**src/rtl/stair_draw_arbiter.sv**
```systemverilog
// rtl/stair_draw_arbiter.sv - round-robin arbiter sharing one VGA pixel port among stair engines
// Optional: STAIR_ARB_ERASE_PRIORITY_EN gives requester 0 fixed top priority.
module stair_draw_arbiter #(
  parameter int NUM_REQ    = 2,
  parameter int GAP_CYCLES = 1,
  parameter int MAX_GRANT  = 4095
) (
  input  logic                   clock,
  input  logic                   reset_n,
  input  logic [NUM_REQ-1:0]     req,
  input  logic [NUM_REQ-1:0]     done,
  input  logic [NUM_REQ-1:0]     plot_in,
  input  logic [8*NUM_REQ-1:0]   x_in,
  input  logic [7*NUM_REQ-1:0]   y_in,
  input  logic [3*NUM_REQ-1:0]   colour_in,
  output logic [NUM_REQ-1:0]     grant,
  output logic [7:0]             x,
  output logic [6:0]             y,
  output logic [2:0]             colour,
  output logic                   plot,
  output logic                   busy,
  output logic                   timeout_err
);

  typedef enum logic [1:0] {
    S_IDLE  = 2'd0,
    S_GRANT = 2'd1,
    S_GAP   = 2'd2
  } state_t;

  state_t               state, state_nx;
  logic [NUM_REQ-1:0]   grant_nx;
  logic [1:0]           gidx, gidx_nx;
  logic [1:0]           rr_ptr, rr_nx;
  logic [15:0]          wd_cnt, wd_nx;
  logic [3:0]           gap_cnt, gap_nx;
  logic [7:0]           x_nx;
  logic [6:0]           y_nx;
  logic [2:0]           colour_nx;
  logic                 plot_nx;
  logic                 terr_nx;

  logic [1:0]           win_idx;
  logic                 win_found;
  int                   win_pos;

  logic                 sel_plot;
  logic                 sel_done;
  logic [7:0]           sel_x;
  logic [6:0]           sel_y;
  logic [2:0]           sel_colour;
  logic                 leave;

  // Rotating search from rr_ptr; constant-index inner loop keeps selects static.
  always_comb begin
    win_idx   = 2'd0;
    win_found = 1'b0;
    win_pos   = 0;
    for (int k = 0; k < NUM_REQ; k++) begin
      win_pos = int'(rr_ptr) + k;
      if (win_pos >= NUM_REQ) win_pos = win_pos - NUM_REQ;
      for (int i = 0; i < NUM_REQ; i++) begin
        if (!win_found && (i == win_pos) && req[i]) begin
          win_found = 1'b1;
          win_idx   = 2'(i);
        end
      end
    end
`ifdef STAIR_ARB_ERASE_PRIORITY_EN
    if (req[0]) begin
      win_found = 1'b1;
      win_idx   = 2'd0;
    end
`endif
  end

  always_comb begin
    sel_plot   = 1'b0;
    sel_done   = 1'b0;
    sel_x      = 8'd0;
    sel_y      = 7'd0;
    sel_colour = 3'd0;
    for (int i = 0; i < NUM_REQ; i++) begin
      if (gidx == 2'(i)) begin
        sel_plot   = plot_in[i];
        sel_done   = done[i];
        sel_x      = x_in[8*i +: 8];
        sel_y      = y_in[7*i +: 7];
        sel_colour = colour_in[3*i +: 3];
      end
    end
  end

  always_comb begin
    state_nx  = state;
    grant_nx  = grant;
    gidx_nx   = gidx;
    rr_nx     = rr_ptr;
    wd_nx     = wd_cnt;
    gap_nx    = gap_cnt;
    x_nx      = x;
    y_nx      = y;
    colour_nx = colour;
    plot_nx   = 1'b0;
    terr_nx   = timeout_err;
    leave     = 1'b0;
    case (state)
      S_IDLE: begin
        if (win_found) begin
          state_nx = S_GRANT;
          gidx_nx  = win_idx;
          wd_nx    = 16'd0;
          for (int i = 0; i < NUM_REQ; i++) grant_nx[i] = (win_idx == 2'(i));
        end
      end
      S_GRANT: begin
        plot_nx   = sel_plot;
        x_nx      = sel_x;
        y_nx      = sel_y;
        colour_nx = sel_colour;
        wd_nx     = wd_cnt + 16'd1;
        // A done in the expiry cycle counts as a normal finish, not a timeout.
        if (sel_done) begin
          leave = 1'b1;
        end else if (wd_nx == 16'(MAX_GRANT)) begin
          leave   = 1'b1;
          terr_nx = 1'b1;
        end
        if (leave) begin
          grant_nx = '0;
          gap_nx   = 4'd0;
          if (GAP_CYCLES == 0) state_nx = S_IDLE;
          else                 state_nx = S_GAP;
`ifdef STAIR_ARB_ERASE_PRIORITY_EN
          if (gidx != 2'd0) begin
            if (gidx == 2'(NUM_REQ-1)) rr_nx = 2'd0;
            else                       rr_nx = gidx + 2'd1;
          end
`else
          if (gidx == 2'(NUM_REQ-1)) rr_nx = 2'd0;
          else                       rr_nx = gidx + 2'd1;
`endif
        end
      end
      S_GAP: begin
        if (gap_cnt == 4'(GAP_CYCLES-1)) state_nx = S_IDLE;
        else                             gap_nx   = gap_cnt + 4'd1;
      end
      default: begin
        state_nx = S_IDLE;
        grant_nx = '0;
      end
    endcase
  end

  always_ff @(posedge clock or negedge reset_n) begin
    if (!reset_n) begin
      state       <= S_IDLE;
      grant       <= '0;
      gidx        <= 2'd0;
      rr_ptr      <= 2'd0;
      wd_cnt      <= 16'd0;
      gap_cnt     <= 4'd0;
      x           <= 8'd0;
      y           <= 7'd0;
      colour      <= 3'd0;
      plot        <= 1'b0;
      timeout_err <= 1'b0;
    end else begin
      state       <= state_nx;
      grant       <= grant_nx;
      gidx        <= gidx_nx;
      rr_ptr      <= rr_nx;
      wd_cnt      <= wd_nx;
      gap_cnt     <= gap_nx;
      x           <= x_nx;
      y           <= y_nx;
      colour      <= colour_nx;
      plot        <= plot_nx;
      timeout_err <= terr_nx;
    end
  end

  assign busy = (state != S_IDLE);

endmodule

```
**config.mk**
```make
export PLATFORM = sky130hd
export DESIGN_NAME = stair_draw_arbiter
export DESIGN_NICKNAME = d
export VERILOG_FILES = /design/src/rtl/stair_draw_arbiter.sv
export SDC_FILE = /design/constraint.sdc
export NUM_CORES = 1
export LEC_CHECK = 0
export CAP_MARGIN = 5
export CORE_MARGIN = 2
export CORE_UTILIZATION = 48
export DETAILED_ROUTE_END_ITERATION = 8
export GPL_ROUTABILITY_DRIVEN = 0
export GPL_TIMING_DRIVEN = 0
export PLACE_DENSITY = 0.78
export SYNTH_ARGS = -nofsm -noshare
export SYNTH_HDL_FRONTEND = slang
export SYNTH_SLANG_ARGS = --single-unit
```
**constraint.sdc**
```tcl
create_clock -name clock -period 2.9 [get_ports clock]
set_input_delay 0.58 -clock clock [delete_from_list [all_inputs] [get_ports clock]]
set_output_delay 0.58 -clock clock [all_outputs]
set_load 0.01 [all_outputs]
```
[Word-level counts from Yosys, hierarchy flattened]
Index checks and enable logic that the tools add are counted.
Operators by class
  add/subtract/negate cells: 6
  order comparisons: 2
  eq/ne operators: 11
  muxes and demuxes: 36
  bitwise gates (word level): 2
  reduce and logical (&&, ||, !) cells: 26
Operators by type and width (count)
  == test 2 x 32 -> 1 bit (first input constant): 2
  zero test 32 bit: 2
  two-way mux 32 bit: 2
  one-hot mux 16 bit (2 select lines): 1
  adder 16 x 1 -> 16 bit (second input constant): 1
  == test 16 x 12 -> 1 bit (second input constant): 1
  two-way mux 16 bit: 1
  two-way mux 2 bit: 8
  two-way mux 8 bit: 2
  two-way mux 7 bit: 2
  two-way mux 1 bit: 13
  one-hot mux 2 bit (3 select lines): 2
  AND reduction 3 bit: 4
  two-way mux 4 bit: 2
  != test 2 bit (second input constant): 4
  one-hot mux 4 bit (2 select lines): 1
  logical AND 1 bit: 7
  == test 2 x 1 -> 1 bit (second input constant): 3
  zero test 2 bit: 3
  two-way mux 3 bit: 2
  AND reduction 2 bit: 3
  nonzero test 2 bit: 3
  adder 4 x 1 -> 4 bit (second input constant): 1
  zero test 4 bit: 1
  other kinds (9): 12
Storage, ports and cells
  flip-flop bits (word level): 48
  output and inout bits: 23
  word-level logic and storage cells: 94

[Longest topological paths before layout]
Gate-level depths: netlist (run 1).
  word-level depth: 20
  gate-level depth with buffers: 8
  mapped depth without buffers: 7

[Worst setup path after synthesis (run 1)]
Ideal clock, no wire load.
  path type: flip-flop to flip-flop
  start point: register wd_cnt[0]
  end point: register rr_ptr[0]
  library setup time: 0.069 ns
  arrival: 2.338 ns
  setup slack: 0.493 ns
  stages on the path, launching flop included: 8
  buffers on the path: 1
  period minus slack after synthesis: 2.407 ns
  cells stage by stage: dfrtp_1 -> ha_1 -> clkbuf_1 -> or4b_1 -> a21bo_1 -> a221o_1 -> or4_1 -> nand3_1
Between the ends
  longest elaborated chain between the ends: 6
RTL lines
  from (decl): RTL line 35  | logic [15:0] wd_cnt, wd_nx;
  from (signal assigned): RTL line 174  | wd_cnt <= wd_nx;
  adder 16 x 1 -> 16 bit: RTL line 121  | wd_nx = wd_cnt + 16'd1;
  == test 16 x 12 -> 1 bit: RTL line 125  | end else if (wd_nx == 16'(MAX_GRANT)) begin
  two-way mux 1 bit: RTL line 125
  two-way mux 1 bit: RTL line 123  | if (sel_done) begin
  two-way mux 1 bit: RTL line 107  | case (state)
  AND reduction 2 bit (no source line)
  to (signal assigned): RTL line 173  | rr_ptr <= rr_nx;
  to (decl): RTL line 34  | logic [1:0] rr_ptr, rr_nx;
No other way between the ends. The select of a mux whose other input is x is not followed.
A chain may end at the register's enable or synchronous reset.

[Final worst setup path (run 1)]
Same ends and word-level chain as after synthesis.

==> qor.yml, run 1 <==
dpl_worst_slack_ns: 0.217
dpl.hpwl_um: 4300
drive_above_1_share_pct: 4.91
synth_area_leaders: "dfrtp_1, o21ai_0, mux2i_1"
grt_pass1_wl_um: 9500
status: "finished clean"
first_global_vias: 2029
timing.rr.start: "wd_cnt[0]$_DFFE_PN0P_"
syn_area_mm2: 0.00247
synth_mux_area_share_pct: 8.97
syn_area_per_cell_um2: 9.08
cap_viol_max_count: 0
synthAdderAreaFrac_pct: 2.03
synth_enable_flop_cells: 0
cts_buffers: 5
synth_cell_type_count: 43
startpoint_type: "register"
std_cell_rows: 26
cts_buffer_depth: 2
whs_ns: 0.248
synthSimpleGateAreaFrac_pct: 17.8
ioPinCount: 67
fill_cells: 406
clk_pin_slew_ns: 0.08
start_util_pct: 49.0
routedWlPerCell_um: 14.3
cp-end-kind: "register"
antenna_found_initial: 0
hold_viol_final: 0
grtUsageTotal_pct: 22.2
path_cells: "ha_1 > clkbuf_1 > or4b_1 > a21bo_1 > a221o_1 > or4_1 > nand3_1"
path_class: "register to register"
ff_latch_area_mm2: 0.00115
finalClockSkew_ns: 0.00605
powerDensity_mw_per_mm2: 823
fin_crit_sh_pct: 93.8
portBuffers: 66
placed_cells: 409
final_nets: 394
pwr-share-clk_pct: 17.7
die_h_um: 75.7
r2r_end: "rr_ptr[0]$_DFFE_PN0P_"
timing.final.ws_setup_ns: 0.180
htreeDepth: 2
drtIter0Drc: 195
dpl_cell_area_mm2: 0.00323
grt_max_degree: 26
netSwitchingPower_w: 0.00103
cpPeakStageDelay_ns: 0.50
post_drt_via_cell_ratio: 5.42
overflow: 0
crit_path_max_fanout: 9
clock.fmax_mhz: 368
synth_flop_cell: "dfrtp_1"
synth_commonest_cells: "dfrtp_1, o21ai_0, nand2_1, mux2i_1, nor2_1"
core_area_mm2: 0.00504
worstRegToRegCells: 7
synth_area_leader_cell: "dfrtp_1"
yosysSeqAreaShare_pct: 46.6
ir_worst_vdd_mv: 0.459
syn_nets: 320
synth_most_common_cell: "dfrtp_1"
syn-instance-count: 272
final_area_mm2: 0.00335
final_max_slew_viol_count: 0
antenna_left: 0
clock_sink_count: 46
synth_top_family_by_area: "compound AO/OA/AOI/OAI gates"
synth-xor-area-share_pct: 1.42
p_leak_nw: 1.42
arrival_ns: 2.96
max_slew.worst_pin.slew_ns: 0.697
synthArstFlopShare_pct: 100
finalPower_w: 0.00276
cts_tree: "built"
synth_top_cell_area_share_pct: 46.6
pwr-share-seq_pct: 35.1
p_int_w: 0.00173
drt-total-wl_um: 5950
slowest_stage: "or4_1"
p_comb_share_pct: 47.3
area_delta_synth_final_pct: 35.7
drc: 0
setup_viol: 0
fin_crit_ns: 2.72
synth-compound-area-share_pct: 18.9
stdcell_count: 416
num_antenna_cells: 0
required_ns: 3.14
worst_skew_pair.late_latency_ns: 0.30
multi_input_area_mm2: 0.00122
postCtsHoldBufs: 0
die_x_um: 75.7
cts-root-buf: "clkbuf_8"
dr.pass1.iters: 5
die_area_mm2: 0.00574
rsz0062_at_grt: "true"
rrSetupSlack_ns: 0.18
netSwitchingFraction_pct: 37.4
min_path_type: "input pin to asynchronous set/reset pin"
ys_warn_count: 0
vias: 2254
synth_seq_cells: 46
relSlewSlack_pct: 53.5
==> worst max path at each step <==
stage | depth (start not counted) | startpoint | to
3_3_place_gp | 1 | reset_n | x[3]$_DFFE_PN0P_
5_1_grt | 8 | wd_cnt[0]$_DFFE_PN0P_ | gap_cnt[2]$_DFFE_PN0P_
4_1_cts | 8 | wd_cnt[0]$_DFFE_PN0P_ | rr_ptr[0]$_DFFE_PN0P_
6_report | 7 | wd_cnt[0]$_DFFE_PN0P_ | rr_ptr[0]$_DFFE_PN0P_
3_5_place_dp | 8 | wd_cnt[0]$_DFFE_PN0P_ | rr_ptr[0]$_DFFE_PN0P_
2_1_floorplan | 7 | wd_cnt[0]$_DFFE_PN0P_ | rr_ptr[0]$_DFFE_PN0P_
==> kinds of logic after synthesis <==
family          after synthesis
buf+inv                      27
flops                        46
simple gates                 89
xor+xnor                      4
fa+ha+maj                     4
compound gates               80
mux                          22
==> registers in the layout, indices dropped and copies added, names as in the netlist <==
signal and count:
grant 2, gap_cnt 4, state 2, timeout_err 1, gidx 1, wd_cnt 16
colour 3, plot 1, y 7, rr_ptr 1, x 8
==> through the flow <==
step	utilization, %	TNS (ns)
after floorplan	-	0
after global placement	63.8	-3.99
after detailed placement	64.1	0
after CTS	66.4	0
after global routing	66.5	0
final	66.5	0
==> what timing repair did <==
action                                 in CTS  in global routing
resized for setup                           0                  1
buffers inserted                            0                  0
endpoints found under the hold margin       0                  0
setup endpoints to repair                   0                  9
==> layout make-up <==
cell class,count,share of cell area (%)
multi-input combinational,199,36.4
sequential,46,34.3
timing repair buffer,67,20.2
tap,70,2.61
clock buffer,6,2.46
buffer,17,2.02
inverter,10,1.12
clock inverter,1,0.896
==> cells in the final DEF (no fill, tap or decap), types with 4 or more instances in the layout <==
master / count
clkbuf_8: 6
dfrtp_1: 46
a31oi_1: 5
nor2_1: 16
o21ai_0: 43
nand2b_1: 6
inv_1: 10
clkdlybuf4s50_1: 65
nand2_1: 32
mux2i_1: 21
nand3_1: 11
nor3_1: 4
a21oi_1: 14
clkbuf_1: 14
ha_1: 4
==> critical path, delay by kind of cell, from the launching register on <==
kind                       cells  cell delay (ns)
DFF                            1             0.47
adders and majority gates      1             0.18
and+or+nand+nor                3             1.08
AOI/OAI and AO/OA              2             0.62
buffers and inverters          1             0.32
==> per-layer routing <==
metal	vias up	part of all wire, %	global-route usage [%]
li1	1113	-	-
met1	1051	43	28.2
met2	82	45	33.0
met3	8	9.4	9.66
met4	0	1.7	9.36
met5	-	0	0
==> power groups by stage <==
stage | registers [W] | logic [W] | clock network [W]
after floorplan | 0.00102 | 0.000679 | 0
after global placement | 0.000970 | 0.00128 | 0
after detailed placement | 0.000975 | 0.00131 | 0
after CTS | 0.000965 | 0.00132 | 0.000503
after global routing | 0.000989 | 0.00145 | 0.000522
final | 0.000967 | 0.00130 | 0.000488
(Power assumes the default switching activity.)
==> run 2, diff against run 1 <==
- clock period: 2.9 -> 2.66 ns (I/O delays scaled with it)
==> qor.yml, run 2 (synthesized netlist as in run 1, its figures left out) <==
crit_path_max_fanout: 9  # unchanged
std_cell_rows: 26  # unchanged
setup_tns_ns: 0  # unchanged
path_cells: "ha_2 > or4b_1 > a21bo_1 > a221o_1 > or4_1 > nand3_1"
ir_worst_vdd_mv: 0.501  # +9.2%
whs_ns: 0.197  # -0.0505 ns
first_global_vias: 2018  # -0.54%
min_path_type: "input pin to asynchronous set/reset pin"
finalPower_w: 0.00301  # +9.1%
cpPeakStageDelay_ns: 0.50  # about the same
pwr-share-seq_pct: 35.1  # about the same
portBuffers: 66  # unchanged
drive_above_1_share_pct: 5.22  # +0.30 points
relSlewSlack_pct: 53.6  # +0.093 points
area_delta_synth_final_pct: 35.7  # about the same
routedWlPerCell_um: 14.3  # -0.30%
fin_crit_sh_pct: 94.8  # +0.98 points
cts_buffers: 5  # unchanged
rrSetupSlack_ns: 0.14  # -0.04 ns
slowest_stage: "or4_1"
cts_buffer_depth: 2  # unchanged
drtIter0Drc: 219  # +12%
htreeDepth: 2  # unchanged
rsz0062_at_grt: "false"
required_ns: 2.89  # -0.25 ns
final_nets: 393  # -0.25%
ioPinCount: 67  # unchanged
largest_register: "wd_cnt"
critical-path-top-delay-family: "simple AND/OR/NAND/NOR gates"
path_class: "register to register"
cts_tree: "built"
cap_viol_max_count: 0  # unchanged
clock_sink_count: 46  # unchanged
dpl.hpwl_um: 4300  # unchanged
status: "finished clean"
p_comb_share_pct: 47.3  # about the same
final_max_slew_viol_count: 0  # unchanged
p_int_w: 0.00188  # +9.1%
postCtsHoldBufs: 0  # unchanged
die_x_um: 75.7  # unchanged
grt_pass1_wl_um: 9510  # about the same
antenna_left: 0  # unchanged
antenna_found_initial: 0  # unchanged
core_area_mm2: 0.00504  # unchanged
vias: 2249  # -0.22%
setup_viol: 0  # unchanged
drt-total-wl_um: 5920  # -0.54%
dpl_cell_area_mm2: 0.00323  # unchanged
die_area_mm2: 0.00574  # unchanged
final_common_cell: "clkdlybuf4s50_1"
fin_crit_ns: 2.52  # -0.199 ns
cts-root-buf: "clkbuf_8"
cts_setup_buffers: 0  # unchanged
drc: 0  # unchanged
grt_max_degree: 26  # unchanged
powerDensity_mw_per_mm2: 898  # +9.2%
r2r_end: "rr_ptr[0]$_DFFE_PN0P_"
reg_top3: "wd_cnt: 16 flops, x: 8 flops, y: 7 flops"
netSwitchingPower_w: 0.00113  # +9.2%
grtUsageTotal_pct: 22.3  # +0.055 points
cp-end-kind: "register"
overflow: 0  # unchanged
clock.fmax_mhz: 397  # +7.9%
startpoint_type: "register"
timing.rr.start: "wd_cnt[0]$_DFFE_PN0P_"
worst_skew_pair.late_latency_ns: 0.30  # about the same
dr.pass1.iters: 4  # -1
p_leak_nw: 1.42  # -0.24%
largest_reg_flops: 16  # unchanged
clk_pin_slew_ns: 0.08  # about the same
final_area_mm2: 0.00335  # about the same
cp.buffers_inverters: 0  # -1
worstRegToRegCells: 6  # -1
final_cell_mix: "clkdlybuf4s50_1, dfrtp_1, o21ai_0"
post_drt_via_cell_ratio: 5.42  # about the same
hold_viol_final: 0  # unchanged
die_h_um: 75.7  # unchanged
start_util_pct: 49.0  # unchanged
cts-resized-gates: 0  # unchanged
max_slew.worst_pin.slew_ns: 0.695  # -0.00140 ns
netSwitchingFraction_pct: 37.5  # about the same
finalClockSkew_ns: 0.00599  # -0.0000581 ns
pwr-share-clk_pct: 17.7  # about the same
arrival_ns: 2.76  # -0.20 ns
num_antenna_cells: 0  # unchanged
-- run 2: cell types whose count changed in the layout (fill, tap and decap cells not counted), sizes merged --
cell    previous run  this run
clkbuf            20        19
-- run 2: how the worst max path moves through the flow --
| stage | start | to | slack [ns] | depth (start not counted) |
|---|---|---|---|---|
| finish | wd_cnt[0]$_DFFE_PN0P_ | rr_ptr[0]$_DFFE_PN0P_ | 0.14 | 6 |
| global route | wd_cnt[0]$_DFFE_PN0P_ | gap_cnt[2]$_DFFE_PN0P_ | 0.04 | 7 |
| CTS | wd_cnt[0]$_DFFE_PN0P_ | rr_ptr[0]$_DFFE_PN0P_ | 0.08 | 6 |
| detailed placement | wd_cnt[0]$_DFFE_PN0P_ | rr_ptr[0]$_DFFE_PN0P_ | -0.02 | 8 |
| global placement | reset_n | x[3]$_DFFE_PN0P_ | -0.28 | 1 |
| floorplan | wd_cnt[0]$_DFFE_PN0P_ | rr_ptr[0]$_DFFE_PN0P_ | 0.25 | 7 |
-- run 2: per-stage QoR --
stage          setup slack [ns]  instances  util, %
3_3_place_gp             -0.281        408     63.8
6_report                  0.139        415     66.5
4_1_cts                  0.0809        415     66.3
5_1_grt                  0.0427        415     66.5
3_5_place_dp            -0.0233        409     64.1
2_1_floorplan             0.253        272        -
-- run 2: per-layer routing --
| layer | up-vias | global-route usage, % | part of all wire [%] |
|---|---|---|---|
| met2 | 78 | 33.3 | 45 |
| met3 | 8 | 9.92 | 9.2 |
| met4 | 0 | 8.77 | 1.7 |
| met5 | - | 0 | 0 |
| li1 | 1114 | - | - |
| met1 | 1049 | 28.2 | 44 |
-- run 2: power groups by stage --
stage               logic (W)  clock network, W  registers [W]
CTS                   0.00144          0.000549        0.00105
global route          0.00158          0.000569        0.00108
detailed placement    0.00143                 0        0.00106
finish                0.00142          0.000532        0.00106
floorplan            0.000740                 0        0.00112
global placement      0.00140                 0        0.00106
-- run 2: area by class of cell --
cell class	instances	area, µm²
timing repair buffer	67	676
sequential	46	1150
clock buffer	6	82.6
multi-input combinational	199	1220
buffer	16	63.8
inverter	10	37.5
clock inverter	1	30.0
fill	404	1690
tap	70	87.6
==> run 3, diff against run 2 <==
- ABC_AREA: unset -> 1
==> qor.yml, run 3 <==
yosysSeqAreaShare_pct: 47.4  # +0.79 points
synth_seq_cells: 46  # unchanged
synthArstFlopShare_pct: 100  # unchanged
syn-instance-count: 317  # +17%
reg_top3: "wd_cnt: 16 flops, x: 8 flops, y: 7 flops"
grt_max_degree: 32  # +23%
min_path_type: "input pin to asynchronous set/reset pin"
clock_sink_count: 46  # unchanged
area_delta_synth_final_pct: 35.7  # about the same
timing.rr.start: "wd_cnt[0]$_DFFE_PN0P_"
ir_worst_vdd_mv: 0.474  # -5.4%
cap_viol_max_count: 0  # unchanged
synth_area_leader_cell: "dfrtp_1"
cts-resized-gates: 0  # unchanged
syn_area_mm2: 0.00243  # -1.7%
synth_cell_type_count: 29  # -33%
final_common_cell: "nand2_1"
path_class: "input pin to register"
rsz0062_at_grt: "false"
synth_area_leaders: "dfrtp_1, nand2_1, o21ai_0"
routedWlPerCell_um: 13.2  # -7.6%
grt_use_met3_pct: 8.03  # -1.9 points
clk_pin_slew_ns: 0.09  # about the same
dpl.hpwl_um: 4560  # +5.9%
drtIter0Drc: 183  # -16%
die_h_um: 75.1  # -0.79%
syn_nets: 365  # +14%
cts_buffers: 5  # unchanged
drt-total-wl_um: 6040  # +2.1%
grtUsageTotal_pct: 23.9  # +1.7 points
cp-endpoint: "wd_cnt[3]$_DFFE_PN0P_"
synth_commonest_cells: "nand2_1, o21ai_0, dfrtp_1, nor2_1, inv_1"
final_nets: 439  # +12%
largest_register: "wd_cnt"
powerDensity_mw_per_mm2: 902  # +0.41%
cts_buffer_depth: 2  # unchanged
htreeDepth: 2  # unchanged
dr.pass1.iters: 4  # unchanged
synth_enable_flop_cells: 0  # unchanged
cp-end-kind: "register"
post_drt_via_cell_ratio: 5.15  # -5.0%
clock.fmax_mhz: 471  # +19%
worstRegToRegCells: 13  # +7
gr-usage-met1_pct: 31.9  # +3.7 points
postCtsHoldBufs: 0  # unchanged
required_ns: 2.86  # -0.03 ns
fin_crit_ns: 2.12  # -0.399 ns
use_met2_pct: 37.7  # +4.4 points
start_util_pct: 50.7  # +1.8 points
synth_top_cell_area_share_pct: 47.4  # +0.79 points
final_area_mm2: 0.00329  # -1.7%
antenna_found_initial: 0  # unchanged
grt_most_used_layer: "met2"
fin_crit_sh_pct: 79.8  # -15 points
num_antenna_cells: 0  # unchanged
setup_viol: 0  # unchanged
std_cell_rows: 25  # -3.8%
drc: 0  # unchanged
largest_reg_flops: 16  # unchanged
r2r_end: "gap_cnt[1]$_DFFE_PN0P_"
synth_flop_cell: "dfrtp_1"
vias: 2364  # +5.1%
startpoint_type: "input pin"
portBuffers: 66  # unchanged
grt_pass1_wl_um: 10300  # +8.1%
relSlewSlack_pct: 68.5  # +15 points
cts_tree: "built"
crit_path_max_fanout: 10  # +1
finalClockSkew_ns: 0.00690  # +0.000904 ns
whs_ns: 0.156  # -0.0412 ns
arrival_ns: 2.32  # -0.44 ns
die_x_um: 75.1  # -0.79%
hold_viol_final: 0  # unchanged
final_cell_mix: "nand2_1, clkdlybuf4s50_1, o21ai_0"
antenna_left: 0  # unchanged
cts-root-buf: "clkbuf_8"
rrSetupSlack_ns: 0.73  # +0.59 ns
die_area_mm2: 0.00564  # -1.6%
startpoint: "req[0]"
cts_setup_buffers: 0  # unchanged
setup_tns_ns: 0  # unchanged
final_max_slew_viol_count: 0  # unchanged
worst_skew_pair.late_latency_ns: 0.29  # about the same
max_slew.worst_pin.slew_ns: 0.473  # -0.222 ns
dpl_cell_area_mm2: 0.00319  # -1.4%
synth_most_common_cell: "nand2_1"
status: "finished clean"
core_area_mm2: 0.00479  # -5.1%
syn_area_per_cell_um2: 7.66  # -16%
ioPinCount: 67  # unchanged
ys_warn_count: 0  # unchanged
first_global_vias: 2317  # +15%
drive_above_1_share_pct: 6.89  # +1.7 points
p_leak_nw: 1.45  # +2.2%
overflow: 0  # unchanged
## run 3: cell types whose count changed after synthesis, sizes merged, moves of 5 or more
cell / previous run / this run
o21ai: 44 / 51
nor2: 16 / 44
a21oi: 14 / 4
nand2: 32 / 92
nand2b: 6 / 0
nand3: 11 / 16
mux2i: 21 / 1
inv: 10 / 29
clkbuf: 14 / 7
a31oi: 5 / 0
## run 3: power breakdown
group          internal (W)  switching (W)
clock network      0.000281       0.000230
logic              0.000590       0.000780
registers          0.000927       0.000163
## run 3: cell families after synthesis
group                    after synthesis  synth area share [%]
AND/OR/NAND/NOR                      161                  29.0
AO/OA/AOI/OAI                         62                  13.3
flip-flops                            46                  47.4
buffers and inverters                 39                  6.13
adder cells (fa/ha/maj)                4                  2.06
multiplexers                           3                  1.34
XOR/XNOR                               2                 0.721
## run 3: how the worst min path moves through the flow
stage / startpoint / to / slack [ns] / cells after the start
finish: reset_n / wd_cnt[3]$_DFFE_PN0P_ / 0.16 / 1
detailed placement: grant[0]$_DFFE_PN0P_ / grant[0]$_DFFE_PN0P_ / 0.46 / 2
global route: reset_n / wd_cnt[3]$_DFFE_PN0P_ / 0.17 / 1
floorplan: reset_n / colour[0]$_DFFE_PN0P_ / 0.24 / 0
global placement: grant[1]$_DFFE_PN0P_ / grant[1]$_DFFE_PN0P_ / 0.47 / 2
CTS: reset_n / wd_cnt[3]$_DFFE_PN0P_ / 0.16 / 1
## run 3: metal layers
metal | wire (µm) | vias to the layer above
li1 | - | 1178
met3 | 438 | 4
met1 | 2770 | 1096
met2 | 2780 | 86
met4 | 49 | 0
met5 | 0 | -
## run 3: area by class of cell
| class | count | area [µm²] |
|---|---|---|
| buffer | 9 | 36.3 |
| clock inverter | 1 | 30.0 |
| sequential | 46 | 1150 |
| fill | 395 | 1490 |
| multi-input combinational | 232 | 1130 |
| timing repair buffer | 67 | 676 |
| inverter | 30 | 113 |
| tap | 67 | 83.8 |
| clock buffer | 7 | 76.3 |
## run 3: stage by stage
stage	total power (W)	setup slack (ns)	util, %	instances
2_1_floorplan	0.00181	1.00	-	317
3_3_place_gp	0.00244	-0.265	66.3	450
3_5_place_dp	0.00247	0.269	66.6	451
4_1_cts	0.00300	0.549	68.8	459
5_1_grt	0.00321	0.418	68.8	459
6_report	0.00297	0.538	68.8	459
## run 3: critical path, cell delays in order
cell	delay, ns
clkdlybuf4s50_1	0.44
o21ai_0	0.23
nor2_1	0.10
nor2_1	0.34
clkinv_1	0.38
o21ai_0	0.30
